`src/rtl/game_pkg.sv`:
```
// Shared types, default constants and saturating HP helpers for the HP event arbiter.
package game_pkg;

  typedef enum logic [1:0] {
    IDLE   = 2'd0,
    INVULN = 2'd1,
    DEAD   = 2'd2
  } hp_state_t;

  localparam int HP_MAX_DEF       = 9;
  localparam int INVULN_TICKS_DEF = 50_000_000;
  localparam int REGEN_TICKS_DEF  = 200_000_000;

  // hp + amt, clamped to max
  function automatic int sat_add(input int hp, input int amt, input int max);
    int s;
    s = hp + amt;
    return (s > max) ? max : s;
  endfunction

  // hp - amt, floored at zero and never above max
  function automatic int sat_sub(input int hp, input int amt, input int max);
    int s;
    s = (hp > amt) ? (hp - amt) : 0;
    return (s > max) ? max : s;
  endfunction

endpackage

```
`src/rtl/rr_arbiter.sv`:
```
// Round-robin one-hot picker. The search starts at the source after the last
// one granted; the pointer only moves when the caller consumes the pick.
module rr_arbiter #(
  parameter int N = 4
) (
  input  logic         clk,
  input  logic         rst,
  input  logic [N-1:0] req,
  input  logic         advance,
  output logic [N-1:0] grant_oh
);

  localparam int PW = (N > 1) ? $clog2(N) : 1;

  logic [PW-1:0] ptr_q, ptr_d;
  logic [PW-1:0] idx;
  logic          found;

  // Rotating priority search from ptr_q; next pointer is one past the winner
  always_comb begin
    grant_oh = '0;
    ptr_d    = ptr_q;
    idx      = '0;
    found    = 1'b0;
    for (int k = 0; k < N; k++) begin
      idx = PW'((int'(ptr_q) + k) % N);
      if (!found && req[idx]) begin
        found         = 1'b1;
        grant_oh[idx] = 1'b1;
        ptr_d         = PW'((int'(idx) + 1) % N);
      end
    end
    if (!advance) ptr_d = ptr_q;
  end

  // Pointer register
  always_ff @(posedge clk) begin
    if (rst) ptr_q <= '0;
    else     ptr_q <= ptr_d;
  end

endmodule

```
`src/rtl/hp_event_arbiter.sv`:
```
// Player hit-point scheduler: round-robin grant of damage/heal requests,
// saturating HP arithmetic, post-hit invulnerability window and game-over state.
// Optional build macro HP_REGEN_EN adds slow +1 HP regeneration while idle.
module hp_event_arbiter
  import game_pkg::*;
#(
  parameter int N_SRC        = 4,
  parameter int HP_W         = 4,
  parameter int HP_MAX       = HP_MAX_DEF,
  parameter int INVULN_TICKS = INVULN_TICKS_DEF,
  parameter int REGEN_TICKS  = REGEN_TICKS_DEF
) (
  input  logic                  clk,
  input  logic                  rst,
  input  logic [N_SRC-1:0]      req,
  input  logic [N_SRC-1:0]      is_heal,
  input  logic [N_SRC*HP_W-1:0] amt,
  input  logic                  restart,
  output logic [N_SRC-1:0]      grant,
  output logic [HP_W-1:0]       hp_numb,
  output logic                  invuln,
  output logic                  dmg_blocked,
  output logic                  game_over
);

  localparam int              TW         = (INVULN_TICKS > 1) ? $clog2(INVULN_TICKS) : 1;
  localparam logic [TW-1:0]   INV_LAST   = TW'(INVULN_TICKS - 1);
  localparam logic [HP_W-1:0] HP_MAX_V   = HP_W'(HP_MAX);

  hp_state_t        state_q, state_d;
  logic [HP_W-1:0]  hp_q, hp_d;
  logic [N_SRC-1:0] grant_q, grant_d;
  logic             blk_q, blk_d;
  logic             inv_q, inv_d;
  logic             go_q, go_d;
  logic [TW-1:0]    timer_q, timer_d;

`ifdef HP_REGEN_EN
  localparam int            RW       = (REGEN_TICKS > 1) ? $clog2(REGEN_TICKS) : 1;
  localparam logic [RW-1:0] REG_LAST = RW'(REGEN_TICKS - 1);
  logic [RW-1:0] regen_q, regen_d;
`endif

  logic [N_SRC-1:0] pick;
  logic             advance;
  logic [HP_W-1:0]  sel_amt;
  logic             sel_heal;

  // restart also rewinds the round-robin pointer
  rr_arbiter #(.N(N_SRC)) u_rr (
    .clk      (clk),
    .rst      (rst | restart),
    .req      (req),
    .advance  (advance),
    .grant_oh (pick)
  );

  // Mux out the kind and amount of the source currently picked
  always_comb begin
    sel_amt  = '0;
    sel_heal = 1'b0;
    for (int i = 0; i < N_SRC; i++) begin
      if (pick[i]) begin
        sel_amt  = amt[i*HP_W +: HP_W];
        sel_heal = is_heal[i];
      end
    end
  end

  // Next-state, HP update and grant decision; restart overrides everything
  always_comb begin
    state_d = state_q;
    hp_d    = hp_q;
    grant_d = '0;
    blk_d   = 1'b0;
    timer_d = '0;
    advance = 1'b0;
    if (restart) begin
      hp_d    = HP_MAX_V;
      state_d = IDLE;
    end else begin
      unique case (state_q)
        IDLE: begin
          if (|req) begin
            advance = 1'b1;
            grant_d = pick;
            if (sel_heal) begin
              hp_d = HP_W'(sat_add(int'(hp_q), int'(sel_amt), HP_MAX));
            end else if (sel_amt != '0) begin
              hp_d = HP_W'(sat_sub(int'(hp_q), int'(sel_amt), HP_MAX));
              if (hp_d == '0) state_d = DEAD;
              else            state_d = INVULN;
            end
          end
        end
        INVULN: begin
          // Blocked hits do not touch the timer, so the window is never extended
          timer_d = timer_q + 1'b1;
          if (timer_q == INV_LAST) begin
            state_d = IDLE;
            timer_d = '0;
          end
          if (|req) begin
            advance = 1'b1;
            grant_d = pick;
            if (sel_heal) hp_d  = HP_W'(sat_add(int'(hp_q), int'(sel_amt), HP_MAX));
            else          blk_d = 1'b1;
          end
        end
        DEAD: begin
          // Requests stall until restart; HP is already zero
        end
        default: state_d = IDLE;
      endcase
    end
`ifdef HP_REGEN_EN
    // Regen runs only while idle and below max; applied damage or a heal on the tick cycle eats the tick
    regen_d = '0;
    if (!restart && state_q == IDLE && hp_q < HP_MAX_V &&
        !(advance && !sel_heal && sel_amt != '0)) begin
      if (regen_q == REG_LAST) begin
        if (!(advance && sel_heal)) hp_d = HP_W'(sat_add(int'(hp_q), 1, HP_MAX));
      end else begin
        regen_d = regen_q + 1'b1;
      end
    end
`endif
    inv_d = (state_d == INVULN);
    go_d  = (state_d == DEAD);
  end

  // State and registered outputs
  always_ff @(posedge clk) begin
    if (rst) begin
      state_q <= IDLE;
      hp_q    <= HP_MAX_V;
      grant_q <= '0;
      blk_q   <= 1'b0;
      inv_q   <= 1'b0;
      go_q    <= 1'b0;
      timer_q <= '0;
`ifdef HP_REGEN_EN
      regen_q <= '0;
`endif
    end else begin
      state_q <= state_d;
      hp_q    <= hp_d;
      grant_q <= grant_d;
      blk_q   <= blk_d;
      inv_q   <= inv_d;
      go_q    <= go_d;
      timer_q <= timer_d;
`ifdef HP_REGEN_EN
      regen_q <= regen_d;
`endif
    end
  end

  assign grant       = grant_q;
  assign hp_numb     = hp_q;
  assign invuln      = inv_q;
  assign dmg_blocked = blk_q;
  assign game_over   = go_q;

endmodule

```
`config.mk`:
```
export PLATFORM = sky130hd
export DESIGN_NAME = hp_event_arbiter
export DESIGN_NICKNAME = d
export VERILOG_FILES = /design/src/rtl/game_pkg.sv /design/src/rtl/rr_arbiter.sv /design/src/rtl/hp_event_arbiter.sv
export SDC_FILE = /design/constraint.sdc
export NUM_CORES = 1
export LEC_CHECK = 0
export BUFFER_PORTS_ARGS = -buffer_cell sky130_fd_sc_hd__clkbuf_2
export CORE_MARGIN = 2
export CORE_UTILIZATION = 52
export DETAILED_ROUTE_END_ITERATION = 12
export PLACE_DENSITY = 0.76
export SLEW_MARGIN = 20
export SYNTH_ARGS = -nofsm -noshare
export SYNTH_HDL_FRONTEND = slang
export SYNTH_SLANG_ARGS = --single-unit
```
`constraint.sdc`:
```
create_clock -name clk -period 4.99 [get_ports clk]
set_input_delay 0.998 -clock clk [delete_from_list [all_inputs] [get_ports clk]]
set_output_delay 0.998 -clock clk [all_outputs]
set_load 0.01 [all_outputs]
```
# == Word level (Yosys, flattened, before mapping) ==
# Index checks and enable logic that the tools add are counted.
# classes
addsub,9
n_mul,0
n_div,0
order_cmp,11
n_eq_ne,9
n_shift,0
muxes,55
bitwise,7
n_reduce_logical,23
# ops
op,n
4-bit 2-to-1 mux,15
"32-bit by 5-bit > comparator with 1-bit output, second input constant",1
32-bit 2-to-1 mux,1
"26-bit by 1-bit adder with 26-bit output, second input constant",1
"26-bit == test, second input constant",1
2-bit 2-to-1 mux,10
1-bit 2-to-1 mux,19
4-bit OR reduction,4
"2-bit by 3-bit < comparator with 1-bit output, second input constant",4
4-bit bitwise OR,3
"2-bit by 1-bit adder with 2-bit output, second input constant",4
1-bit binary-select mux with 2-bit select,4
1-bit demux with 2-bit select,4
"2-bit by 1-bit greater-or-equal comparator with 1-bit output, second input constant",4
4-bit one-hot mux with 2 select lines,1
4-bit nonzero test,2
1-bit logical AND,7
"2-bit != test, second input constant",3
2-bit one-hot mux with 3 select lines,1
4-bit by 4-bit adder with 5-bit output,1
"5-bit by 4-bit > comparator with 1-bit output, second input constant",1
5-bit AND reduction,1
4-bit by 4-bit subtractor with 5-bit output,1
"2-bit adder, second input constant",2
other kinds (12),19
# totals
regBits,41
latch_bits,0
ramBits,0
rom_bits,0
in_bits,27
out_inout_bits,11
word_cells,122
n_memories,0

# == Depth between registers and ports, before layout ==
# logic_depth
depth_word,28
depth_mapped,23

# == Cells and area by module ==
# A second synthesis with hierarchy kept.
# unflattened
cells_unflattened,315
hier_area_um2,2721.4
# by_module_without_submodules
module,instances,cells_per_inst,area_each_um2
hp_event_arbiter,1,259,2235.9
rr_arbiter,1,56,485.5

# == Least setup slack after synthesis ==
# No wires, ideal clock.
# synth_timing
path_kind,register to register
from,reg u_rr.ptr_q[0]
to,reg hp_q[3] (netlist: hp_numb[3])
setup_time_ps,120
t_arrival_ps,4664
required_time_ps,4870
path_slack_ps,206
path_stages_with_launch,22
path_buffers,4
period_less_slack_ps,4784
cell_sequence,dfxtp_1 buf_6 clkbuf_1 inv_1 ha_1 clkbuf_1 mux4_2 nor4b_4 nand2_2 and2_1 buf_6 and2_1 a31oi_1 ha_1 nor2_1 nor2_1 nor2_1 nor2_1 mux2_2 a21oi_1 a311oi_1 a211o_1
# synth_between
elab_chain_cells,24
# synth_lines
element,line,rtl
from (decl),rr_arbiter.sv:15,"logic [PW-1:0] ptr_q, ptr_d;"
from (signal assigned),rr_arbiter.sv:39,else ptr_q <= ptr_d;
"parallel branches: the longest is 11 deep, another holds 2-bit by 3-bit < comparator with 1-bit output",--,
4-bit 2-to-1 mux (*),rr_arbiter.sv:27,if (!found && req[idx]) begin
4-bit 2-to-1 mux (4 in a row),hp_event_arbiter.sv:63,if (pick[i]) begin
4-bit by 4-bit subtractor with 5-bit output / 4-bit > comparator (equally long branches),game_pkg.sv:24,s = (hp > amt) ? (hp - amt) : 0;
32-bit 2-to-1 mux,game_pkg.sv:24,
32-bit by 5-bit > comparator with 1-bit output,game_pkg.sv:25,return (s > max) ? max : s;
4-bit 2-to-1 mux,game_pkg.sv:25,
4-bit 2-to-1 mux,hp_event_arbiter.sv:89,end else if (sel_amt != '0) begin
4-bit 2-to-1 mux,hp_event_arbiter.sv:87,if (sel_heal) begin
4-bit 2-to-1 mux,hp_event_arbiter.sv:84,if (|req) begin
4-bit one-hot mux with 2 select lines,hp_event_arbiter.sv:82,unique case (state_q)
to (signal assigned),hp_event_arbiter.sv:147,hp_q <= hp_d;
to (decl),hp_event_arbiter.sv:31,"logic [HP_W-1:0] hp_q, hp_d;"
# Every way passes the cells marked *. The select of a mux whose other input is x is not followed.
# A chain may end at the register's enable or synchronous reset.

# == Worst setup path in the final report ==
# layout_timing
from,in req[2]
to,reg inv_q (netlist: invuln)
# layout_between
elab_chain_cells,28
# layout_lines
element,line,rtl
from (decl),hp_event_arbiter.sv:15,"input logic [N_SRC-1:0] req,"
1-bit binary-select mux with 2-bit select,rr_arbiter.sv:27,
1-bit 2-to-1 mux (not written as such),rr_arbiter.sv:27,
1-bit 2-to-1 mux,rr_arbiter.sv:27,
1-bit zero test,rr_arbiter.sv:27,
1-bit logical AND,rr_arbiter.sv:27,
1-bit 2-to-1 mux,rr_arbiter.sv:27,
1-bit zero test,rr_arbiter.sv:27,
1-bit logical AND,rr_arbiter.sv:27,
[12 not listed],--,
4-bit zero test,hp_event_arbiter.sv:91,if (hp_d == '0) state_d = DEAD;
2-bit 2-to-1 mux,hp_event_arbiter.sv:91,
2-bit 2-to-1 mux,hp_event_arbiter.sv:89,
2-bit 2-to-1 mux,hp_event_arbiter.sv:87,
2-bit 2-to-1 mux (*),hp_event_arbiter.sv:84,
2-bit one-hot mux with 3 select lines (*),hp_event_arbiter.sv:82,
2-bit 2-to-1 mux (*),hp_event_arbiter.sv:78,if (restart) begin
2-bit by 1-bit == test with 1-bit output (*),hp_event_arbiter.sv:128,inv_d = (state_d == INVULN);
to (signal assigned),hp_event_arbiter.sv:150,inv_q <= inv_d;
to (decl),hp_event_arbiter.sv:34,"logic inv_q, inv_d;"
# Every way passes the cells marked *; elsewhere a longest branch is shown, timed or not. The select of a mux whose other input is x is not followed.

==> impl_metrics.csv <==
group,metric,value,unit
outcome,outcome,"finished, final reports clean",
setup_path,crit_slowest_cell,"mux4_2",
layout,stdcell_count,432,
global_route,grt_pass1_vias,2321,
timing,setup_viol,0,
pwr,ir_drop,297,uV
clock_tree,cts-htree-levels,2,
yosys,synth_edf_count,0,
clock_tree,cts_resized,0,
global_route,overflow,0,
setup_path,crit_required,5.18,ns
placement,place_inst,424,
route,drc,0,
timing,fmax,0.217,GHz
placement,post-place-ws,0.146,ns
setup_path,worstSetupPathType,"in -> reg",
job,maxCapViolCount,0,
layout,layout-drive-gt1-share,17.7,%
worst_hold_path,min-delay-path-class,"reg -> reg",
route,firstDrtPassIters,4,
layout,num-fill-cells,468,
placement,dpl.hpwl,4280,microns
timing,setup_ws,0.376,ns
placement,gp_congestion,0.890,
clock_tree,cts_tree,"done",
route,drt_iter0_drc,187,
worst_hold_path,whs_path_depth,1,
yosys,ys_types,53,
setup_path,rr_endpoint,"invuln",
setup_path,slowest_delay,0.60,ns
global_route,antenna_found_initial,0,
yosys,syn_inst,324,
yosys,synth.cell_area,0.00272,sq mm
setup_path,crit_family,"simple AND/OR/NAND/NOR gates",
floorplanning,die_y,76.3,microns
global_route,track_usage,20.7,%
timing,finalMaxSlewViolations,0,
timing,period_share,92.5,%
clock_tree,cts_setup_buffers,0,
clock_tree,cts_buffers,5,
setup_path,r2r_slack,0.51,ns
floorplanning,core-area,0.00507,sq mm
setup_path,end_kind,"flip-flop",
clock_tree,clk_pin_slew,0.08,ns
worst_hold_path,hold_start,"timer_q[0]",
route,via_per_inst,5.50,
global_route,grt_pass1_wl,10000,microns
yosys,ys.warnings.count,0,
clock_tree,insertion_delay,0.29,ns
timing,min_period,4.61,ns
setup_path,critical_path.most_common_cell,"nor2_1",
floorplanning,boundaryPins,38,
layout,syn2layout_area_growth,12.9,%
floorplanning,dieArea,0.00582,sq mm
clock_tree,cts.path.max_buffers,2,
layout,regArea,821,sq um
floorplanning,die_w,76.3,microns
layout,multiInputGateArea,0.00179,sq mm
layout,stdcell_area,0.00307,sq mm
global_route,grt_max_degree,27,
setup_path,crit_chain,"clkbuf_2 -> mux4_2 -> nor4b_4 -> nand2_2 -> and2_1 -> and2_1 -> a31oi_1 -> ha_1 -> nor2_1 -> nor2_1 -> nor2_1 -> nor2_1 -> o22ai_1 -> nand3b_1 -> o31ai_1 -> a211o_1 -> a221oi_1",
setup_path,reg2regPathDepth,18,
clock_tree,cts.sinks,41,
setup_path,rr_startpoint,"u_rr.ptr_q[0]",
layout,nets,408,
setup_path,path_max_fanout,9,
setup_path,critPathArrivalTime,4.81,ns
setup_path,critPathLaunchType,"input pin",
timing,fin_setup_tns,0,ns
route,routed_wl,5580,microns
pwr,pwr_density_cell,578,mW/mm^2
placement,io_buffers,37,
pwr,p_total,0.00177,W
timing,rsz0062_at_grt,"no",
route,vias,2377,
timing,fin_skew,0.00333,ns
placement,place_area,0.00296,sq mm
yosys,synth-main-ff-cell,"dfxtp_1",
yosys,syn-num-nets,371,
yosys,yosysSeqAreaShare,30.2,%
route,final_antenna_net_count,0,
timing,tightestPinTransition,0.557,ns
floorplanning,row_count,26,
setup_path,crit_buf_inv,1,
pwr,p_leak,1.20,nW
floorplanning,initial_utilization,53.6,%
yosys,async_reset_ff_share,0,%
yosys,avgSynthCellArea,8.39,sq um
timing,hold_viol,0,
clock_tree,clock-root-buffer,"clkbuf_8",
clock_tree,hold_buffers,0,
worst_hold_path,holdPathEnd,"timer_q[0]",
yosys,yosys_register_bits,41,
layout,diodes,0,
timing,max_slew_margin,62.5,%
route,wl_per_cell,12.9,microns
## worst reg2reg max path, cell delays in order (launching register included)
cell	delay, ns
dfxtp_1	0.33
inv_1	0.08
ha_1	0.43
mux4_2	0.47
nor4b_4	0.46
nand2_2	0.09
and2_1	0.24
and2_1	0.23
a31oi_1	0.33
ha_1	0.24
nor2_1	0.06
nor2_1	0.12
nor2_1	0.08
nor2_1	0.33
o22ai_1	0.15
nand3b_1	0.10
o31ai_1	0.09
a211o_1	0.29
a221oi_1	0.27
## area by class of cell
cell class	count	area share, %
inverter	13	1.59
clock inverter	1	0.285
tap	70	2.85
sequential	41	26.8
clock buffer	7	3.14
timing repair buffer	41	7.01
multi-input combinational	259	58.4
## metrics by stage
step / hold WS, ns / util, %
CTS: 0.467 / 60.5
global route: 0.488 / 60.5
global placement: 0.445 / 58.4
finish: 0.465 / 60.5
detailed placement: 0.449 / 58.4
floorplan: 0.430 / -
## cells in the mapped netlist (4+ instances only)
master | instances | area share (%)
a21oi_1 | 12 | 2.2
a31oi_1 | 6 | 1.4
and3_1 | 6 | 1.4
clkbuf_1 | 8 | 1.1
dfxtp_1 | 41 | 30
ha_1 | 18 | 8.3
inv_1 | 13 | 1.8
mux2i_1 | 5 | 1.8
mux4_2 | 4 | 3.3
nand2_1 | 23 | 3.2
nand3_1 | 18 | 3.3
nand4_1 | 7 | 1.6
nor2_1 | 53 | 7.3
nor2b_1 | 8 | 1.8
nor4_1 | 4 | 0.92
o21ai_0 | 8 | 1.5
o22ai_1 | 6 | 1.4
xnor2_1 | 9 | 2.9
xor2_1 | 18 | 5.8
## cell families (layout without fill, tap and decap cells)
| logic type | count (synthesis) | in the layout | synth area share, % |
|---|---|---|---|
| adder cells (fa/ha/maj) | 20 | 20 | 9.76 |
| AND/OR/NAND/NOR | 144 | 144 | 26.6 |
| flip-flops | 41 | 41 | 30.2 |
| buffers and inverters | 24 | 62 | 3.91 |
| multiplexers | 11 | 11 | 5.99 |
| AO/OA/AOI/OAI | 57 | 57 | 14.9 |
| XOR/XNOR | 27 | 27 | 8.70 |
## flip-flops by register name, summed over array words and instances (netlist names)
name         flops
state_q          2
game_over        1
grant            4
timer_q         26
u_rr.ptr_q       2
hp_numb          4
invuln           1
dmg_blocked      1
## cells in the final DEF, fill, tap and decap left out, types with 3 or more instances in the layout
master / count
dfxtp_1: 41
nand3b_1: 3
nor4_1: 4
xor2_1: 18
nor2_1: 53
o21ai_0: 8
nand4_1: 7
and2_1: 3
ha_1: 18
a31oi_1: 6
and3_1: 6
clkbuf_8: 7
nor3_1: 3
nand2_1: 23
a21o_1: 3
buf_4: 4
mux4_2: 4
mux2i_1: 5
o22ai_1: 6
clkbuf_2: 37
xnor2_1: 9
nor2b_1: 8
inv_1: 13
nand2b_1: 3
or2_2: 3
nand3_1: 18
a21oi_1: 12
## layer usage
layer,wire length (microns),vias to the layer above,GRT usage (%)
met5,0,-,0
met4,119,0,7.09
met3,281,12,4.38
met2,2600,65,35.9
met1,2580,1084,25.4
li1,-,1216,-
## how the worst max path moves through the flow
stage	startpoint	endpoint	slack [ns]	cells after the start
4_1_cts	req[2]	state_q[0]	0.44	17
3_3_place_gp	req[2]	invuln	0.31	17
6_report	req[2]	invuln	0.38	17
3_5_place_dp	req[2]	state_q[0]	0.15	17
5_1_grt	req[2]	invuln	0.002	17
2_1_floorplan	u_rr.ptr_q[0]	hp_numb[3]	0.21	21
## report_power, final
| group | switching (W) | internal (W) | total [W] |
|---|---|---|---|
| Combinational | 0.000657 | 0.000487 | 0.00114 |
| Sequential | 0.0000285 | 0.000362 | 0.000391 |
| Clock | 0.000113 | 0.000128 | 0.000240 |
No activity file was read; power rests on OpenSTA's default activity.
